`src/rtl/shift_arb_pkg.sv`:
```
// rtl/shift_arb_pkg.sv - shared types and constants for shift_req_arbiter
// Contents:
//   state_t : FSM state (IDLE waiting for a request, RESP holding a result)
//   PORTS   : number of requester ports served by the arbiter
package shift_arb_pkg;

  typedef enum logic {IDLE, RESP} state_t;

  localparam int PORTS = 2;

endpackage

```
`src/rtl/multi_barrel_shifter_mux.sv`:
```
// rtl/multi_barrel_shifter_mux.sv - combinational bidirectional rotate
// Parameters:
//   N   : data width, power of 2, >= 2
// Ports:
//   a   in  N          operand
//   amt in  $clog2(N)  rotate amount (0 passes a through)
//   lr  in  1          direction, 1 = left, 0 = right
//   y   out N          rotated operand
module multi_barrel_shifter_mux #(
  parameter int N = 8
) (
  input  logic [N-1:0]         a,
  input  logic [$clog2(N)-1:0] amt,
  input  logic                 lr,
  output logic [N-1:0]         y
);

  localparam int AW = $clog2(N);
  localparam logic [AW:0] NW = (AW+1)'(N);

  // Complementary shift distance; equals N when amt is 0, which shifts
  // every bit out and leaves the pass-through term alone.
  logic [AW:0] inv;

  always_comb begin
    inv = NW - {1'b0, amt};
    if (lr) begin
      y = (a << amt) | (a >> inv);
    end else begin
      y = (a >> amt) | (a << inv);
    end
  end

endmodule

```
`src/rtl/shift_req_arbiter.sv`:
```
// rtl/shift_req_arbiter.sv - two-port arbiter/sequencer for one barrel shifter
// Configuration macro: SHIFT_ARB_RR_EN (defined = round-robin on contention,
//   undefined = fixed priority with port 0 winning contention)
// Ports:
//   clk, rst_n                 clock, asynchronous active-low reset
//   reqX_valid/ready           request handshake per port (X = 0, 1)
//   reqX_a/amt/lr              operand, rotate amount, direction (1 = left)
//   respX_valid/ready          result handshake per port
//   resp_y                     registered result shared by both ports
//   grant_id                   owner of the in-flight or most recent operation
//   busy                       high whenever the FSM is not in IDLE
module shift_req_arbiter
  import shift_arb_pkg::*;
#(
  parameter int N = 8
) (
  input  logic                 clk,
  input  logic                 rst_n,
  input  logic                 req0_valid,
  output logic                 req0_ready,
  input  logic [N-1:0]         req0_a,
  input  logic [$clog2(N)-1:0] req0_amt,
  input  logic                 req0_lr,
  input  logic                 req1_valid,
  output logic                 req1_ready,
  input  logic [N-1:0]         req1_a,
  input  logic [$clog2(N)-1:0] req1_amt,
  input  logic                 req1_lr,
  output logic                 resp0_valid,
  input  logic                 resp0_ready,
  output logic                 resp1_valid,
  input  logic                 resp1_ready,
  output logic [N-1:0]         resp_y,
  output logic                 grant_id,
  output logic                 busy
);

  localparam int AW = $clog2(N);

  state_t         state;
  state_t         state_next;
  logic           winner;
  logic           accept;
  logic           owner_ready;
  logic [N-1:0]   sh_a;
  logic [AW-1:0]  sh_amt;
  logic           sh_lr;
  logic [N-1:0]   sh_y;

`ifdef SHIFT_ARB_RR_EN
  // Reset to 1 so port 0 wins the first contention.
  logic last_grant;

  always_ff @(posedge clk or negedge rst_n) begin
    if (!rst_n) begin
      last_grant <= 1'b1;
    end else if (accept) begin
      last_grant <= winner;
    end
  end
`endif

  // Winner selection: a lone requester always wins; on contention the
  // configured policy decides.
  always_comb begin
    winner = 1'b0;
    if (req0_valid && req1_valid) begin
`ifdef SHIFT_ARB_RR_EN
      winner = ~last_grant;
`else
      winner = 1'b0;
`endif
    end else if (req1_valid) begin
      winner = 1'b1;
    end
  end

  assign accept = (state == IDLE) && (req0_valid || req1_valid);

  assign req0_ready = (state == IDLE) && req0_valid && (winner == 1'b0);
  assign req1_ready = (state == IDLE) && req1_valid && (winner == 1'b1);

  // Shifter is driven by the winner; its output only matters on accept.
  always_comb begin
    if (winner) begin
      sh_a   = req1_a;
      sh_amt = req1_amt;
      sh_lr  = req1_lr;
    end else begin
      sh_a   = req0_a;
      sh_amt = req0_amt;
      sh_lr  = req0_lr;
    end
  end

  multi_barrel_shifter_mux #(.N(N)) u_shifter (
    .a   (sh_a),
    .amt (sh_amt),
    .lr  (sh_lr),
    .y   (sh_y)
  );

  // State register
  always_ff @(posedge clk or negedge rst_n) begin
    if (!rst_n) begin
      state <= IDLE;
    end else begin
      state <= state_next;
    end
  end

  // Only the owner's resp_ready can release the response.
  assign owner_ready = grant_id ? resp1_ready : resp0_ready;

  // Next-state logic
  always_comb begin
    state_next = state;
    case (state)
      IDLE: if (accept) state_next = RESP;
      RESP: if (owner_ready) state_next = IDLE;
      default: state_next = IDLE;
    endcase
  end

  // Result and owner are captured on accept and held through RESP.
  always_ff @(posedge clk or negedge rst_n) begin
    if (!rst_n) begin
      resp_y   <= '0;
      grant_id <= 1'b0;
    end else if (accept) begin
      resp_y   <= sh_y;
      grant_id <= winner;
    end
  end

  // Output logic
  always_comb begin
    resp0_valid = (state == RESP) && (grant_id == 1'b0);
    resp1_valid = (state == RESP) && (grant_id == 1'b1);
    busy        = (state != IDLE);
  end

endmodule

```
`config.mk`:
```
export PLATFORM = sky130hd
export DESIGN_NAME = shift_req_arbiter
export DESIGN_NICKNAME = d
export VERILOG_FILES = /design/src/rtl/shift_arb_pkg.sv /design/src/rtl/multi_barrel_shifter_mux.sv /design/src/rtl/shift_req_arbiter.sv
export SDC_FILE = /design/constraint.sdc
export NUM_CORES = 1
export LEC_CHECK = 0
export CORE_MARGIN = 1.5
export CORE_UTILIZATION = 30
export CTS_CLUSTER_DIAMETER = 30
export DETAILED_ROUTE_END_ITERATION = 10
export DONT_BUFFER_PORTS = 1
export PLACE_DENSITY = 0.54
export SLEW_MARGIN = 25
export SYNTH_ARGS = -nofsm -noshare
export SYNTH_HDL_FRONTEND = slang
export SYNTH_SLANG_ARGS = --single-unit
```
`constraint.sdc`:
```
create_clock -name clk -period 1.45 [get_ports clk]
set_input_delay 0.29 -clock clk [delete_from_list [all_inputs] [get_ports clk]]
set_output_delay 0.29 -clock clk [all_outputs]
set_load 0.005 [all_outputs]
```
==> impl_metrics.json, run 1 <==
{
  "post-route-drc-count": 0,
  "antenna_found_initial": 0,
  "wl_um": 6830,
  "synthCells": 238,
  "drv_slew": 0,
  "chipHeight_um": 81.5,
  "synth.net_count": 268,
  "dpl.cell_count": 343,
  "synth.avg_cell_area_um2": 7.78,
  "instances_no_fill": 357,
  "crit_start": "req0_amt[0]",
  "cts_tree": "yes",
  "globalRouteTotalUtil": 0.214,
  "rsz0062_at_grt": "true",
  "min_path_type": "primary input to flip-flop",
  "cts_buffer_depth": 2,
  "hold_start": "resp0_ready",
  "design.core.area_um2": 5960,
  "cts_buffers": 3,
  "synthDominantCellAreaShare": 0.135,
  "power.leakage_nw": 1.01,
  "final_common_cell": "buf_4",
  "cp_data_required_time_ns": 1.56,
  "vdd_drop_max_mv": 0.459,
  "detail_route.first_pass.iterations": 4,
  "grt_pass1_vias": 2079,
  "max_cap_violations": 0,
  "max_freq_ghz": 0.636,
  "skew_ns": 0.00356,
  "ys_seq_elements": 10,
  "die_x_um": 81.5,
  "hold_viol": 0,
  "relSlewSlack": 0.679,
  "grt_start_max_net_pins": 25,
  "setup_viol": 8,
  "power_density_nw_per_um2": 850,
  "period_minus_slack_ns": 1.57,
  "synthFlopType": "dfrtp_1",
  "fin_setup_tns_ns": -0.388,
  "path_clk_slew_ns": 0.05,
  "crit_type": "primary input to flip-flop",
  "synthMuxAreaShare": 0.123,
  "n_antenna_cell": 0,
  "synth_top_family_by_area": "compound AO/OA/AOI/OAI gates",
  "cp_top_family": "buffers and inverters",
  "drive_above_1_share": 0.457,
  "clock_latency_ns": 0.24,
  "synth-compound-area-share": 0.334,
  "cp-end-kind": "flip-flop",
  "path_max_fanout": 17,
  "io_pins": 44,
  "ys_warn_count": 0,
  "yosys.area_share.adder": 0,
  "slowest_stage": "or3_4",
  "critical_path_buf_inv_count": 3,
  "final_cell_mix": "52 x buf_4, 28 x nand2_1, 19 x nor2_1",
  "syn-cell-area_um2": 1850,
  "start_util": 0.311,
  "ant_nets": 0,
  "via_per_inst": 5.87,
  "crit_chain": "clkinvlp_4 -> buf_4 -> or3_4 -> o311ai_4 -> buf_4 -> nor2_2 -> o31ai_2 -> a211oi_1",
  "cp_slowest_stage_delay_ns": 0.40,
  "cts_root_buffer": "clkbuf_8",
  "synth.largest_area_cell": "dfrtp_1",
  "seq_area_frac_synth": 0.135,
  "port_buffers": 0,
  "synthXorXnorAreaFrac": 0.00947,
  "place_congestion": 0.931,
  "dp_hpwl_um": 5270,
  "drt_iter0_drc": 130,
  "whs_ns": 0.240,
  "setup_ws_ns": -0.122,
  "critPathLaunchType": "primary input",
  "async_flop_share": 1.00,
  "cts.sinks": 10,
  "grt_overflow": 0,
  "via_count": 2097,
  "worst_pin_slew_ns": 0.481,
  "die_area_um2": 6650,
  "arrival_ns": 1.68,
  "status": "complete, but fails checks",
  "yosys.area_share.simple": 0.300,
  "grt_pass1_wl_um": 10800,
  "synthDistinctLibCells": 68,
  "htreeDepth": 1,
  "ys_top_cells_by_area": "dfrtp_1 14%, nand2_1 5.7%, nor2_1 4.5%",
  "r2r_start": "busy",
  "cpMostUsedCell": "buf_4",
  "row_count": 28,
  "fin_nets": 313,
  "design_area_um2": 2580,
  "syn_to_final_growth_pct": 39.7,
  "wire_per_inst_um": 19.1,
  "place_area_um2": 2240,
  "layout_worst_path_cycle_share": 1.08,
  "violations": "negative setup slack",
  "synth-edff-count": 0,
  "utilization": 0.434
}
==> power by group <==
| part | internal [mW] | switching [mW] |
|---|---|---|
| combinational | 0.654 | 0.639 |
| clock | 0.240 | 0.119 |
| sequential | 0.418 | 0.129 |
==> state kept, by name, summed over array words and instances, names as in the netlist <==
register and count:
busy 1, resp_y 8, grant_id 1
==> synthesized netlist by cell type (all sizes together) (2+ instances only) <==
cell type	instances
a311oi	3
and4bb	2
nand3	4
o31ai	5
mux2i	13
o32ai	2
nor2b	2
a31oi	7
or3	5
o211ai	4
buf	19
dfrtp	10
mux2	4
nor3	11
a211oi	7
nand2	28
nor2	24
inv	8
o311ai	2
o221ai	2
o21ai	13
a31o	4
and3	6
nor4	2
nor4bb	5
a21oi	14
o22ai	8
nand2b	3
==> metal layers <==
metal | share of wire | vias to the layer above | routed length [um] | global-route usage
met5 | 0 | - | 0 | 0
met4 | 0.029 | 0 | 197 | 0.0586
met3 | 0.067 | 19 | 457 | 0.0500
met2 | 0.48 | 70 | 3290 | 0.357
met1 | 0.42 | 1002 | 2890 | 0.276
li1 | - | 1006 | - | -
==> area by class of cell <==
class / count / area [um2]
Fill cell: 616 / 3370
Multi-Input combinational cell: 201 / 1630
Timing Repair Buffer: 59 / 519
Sequential cell: 10 / 251
Tap cell: 75 / 93.8
Clock buffer: 4 / 55.1
Inverter: 8 / 33.8
==> cell families after synthesis <==
group | Yosys count
AOI/OAI and AO/OA | 81
xor gates and xnor gates | 2
buffers and inverters | 28
DFF | 10
muxes | 17
and+or+nand+nor | 100
==> worst paths after layout <==
path	slack (ns)	endpoint	depth (start not counted)
worst max-delay path	-0.12	resp_y[6]	8
worst min-delay path	0.24	busy	2
worst max register to register	0.03	resp_y[3]	3
worst min register to register	0.58	resp_y[0]	2
max in group asynchronous	0.65	busy	1
min in group asynchronous	0.45	resp_y[6]	1
==> per-stage QoR <==
stage / setup WS [ns] / power, mW
global placement: -0.459 / 1.67
detailed placement: -0.420 / 1.67
global route: -0.133 / 2.36
CTS: -0.0456 / 2.13
floorplan: -0.306 / 1.30
finish: -0.122 / 2.20
==> timing repair <==
action                                  in CTS  in global routing
hold endpoints to repair                    10                  0
pin swaps                                    3                  6
resized for setup                           20                 20
endpoints found under the setup margin       8                  9
setup buffers                                3                  4
cloned                                       2                  0
hold buffers                                 1                  0
No activity file was read; power rests on OpenSTA's default activity.
==> run 2, diff against run 1 <==
--- a/config.mk
+++ b/config.mk
@@ -11,7 +11,6 @@
 export DETAILED_ROUTE_END_ITERATION = 10
 export DONT_BUFFER_PORTS = 1
 export PLACE_DENSITY = 0.54
-export SLEW_MARGIN = 25
 export SYNTH_ARGS = -nofsm -noshare
 export SYNTH_HDL_FRONTEND = slang
 export SYNTH_SLANG_ARGS = --single-unit
==> results of run 2 <==
The final DEF is identical to that of run 1; final timing and power are the same.
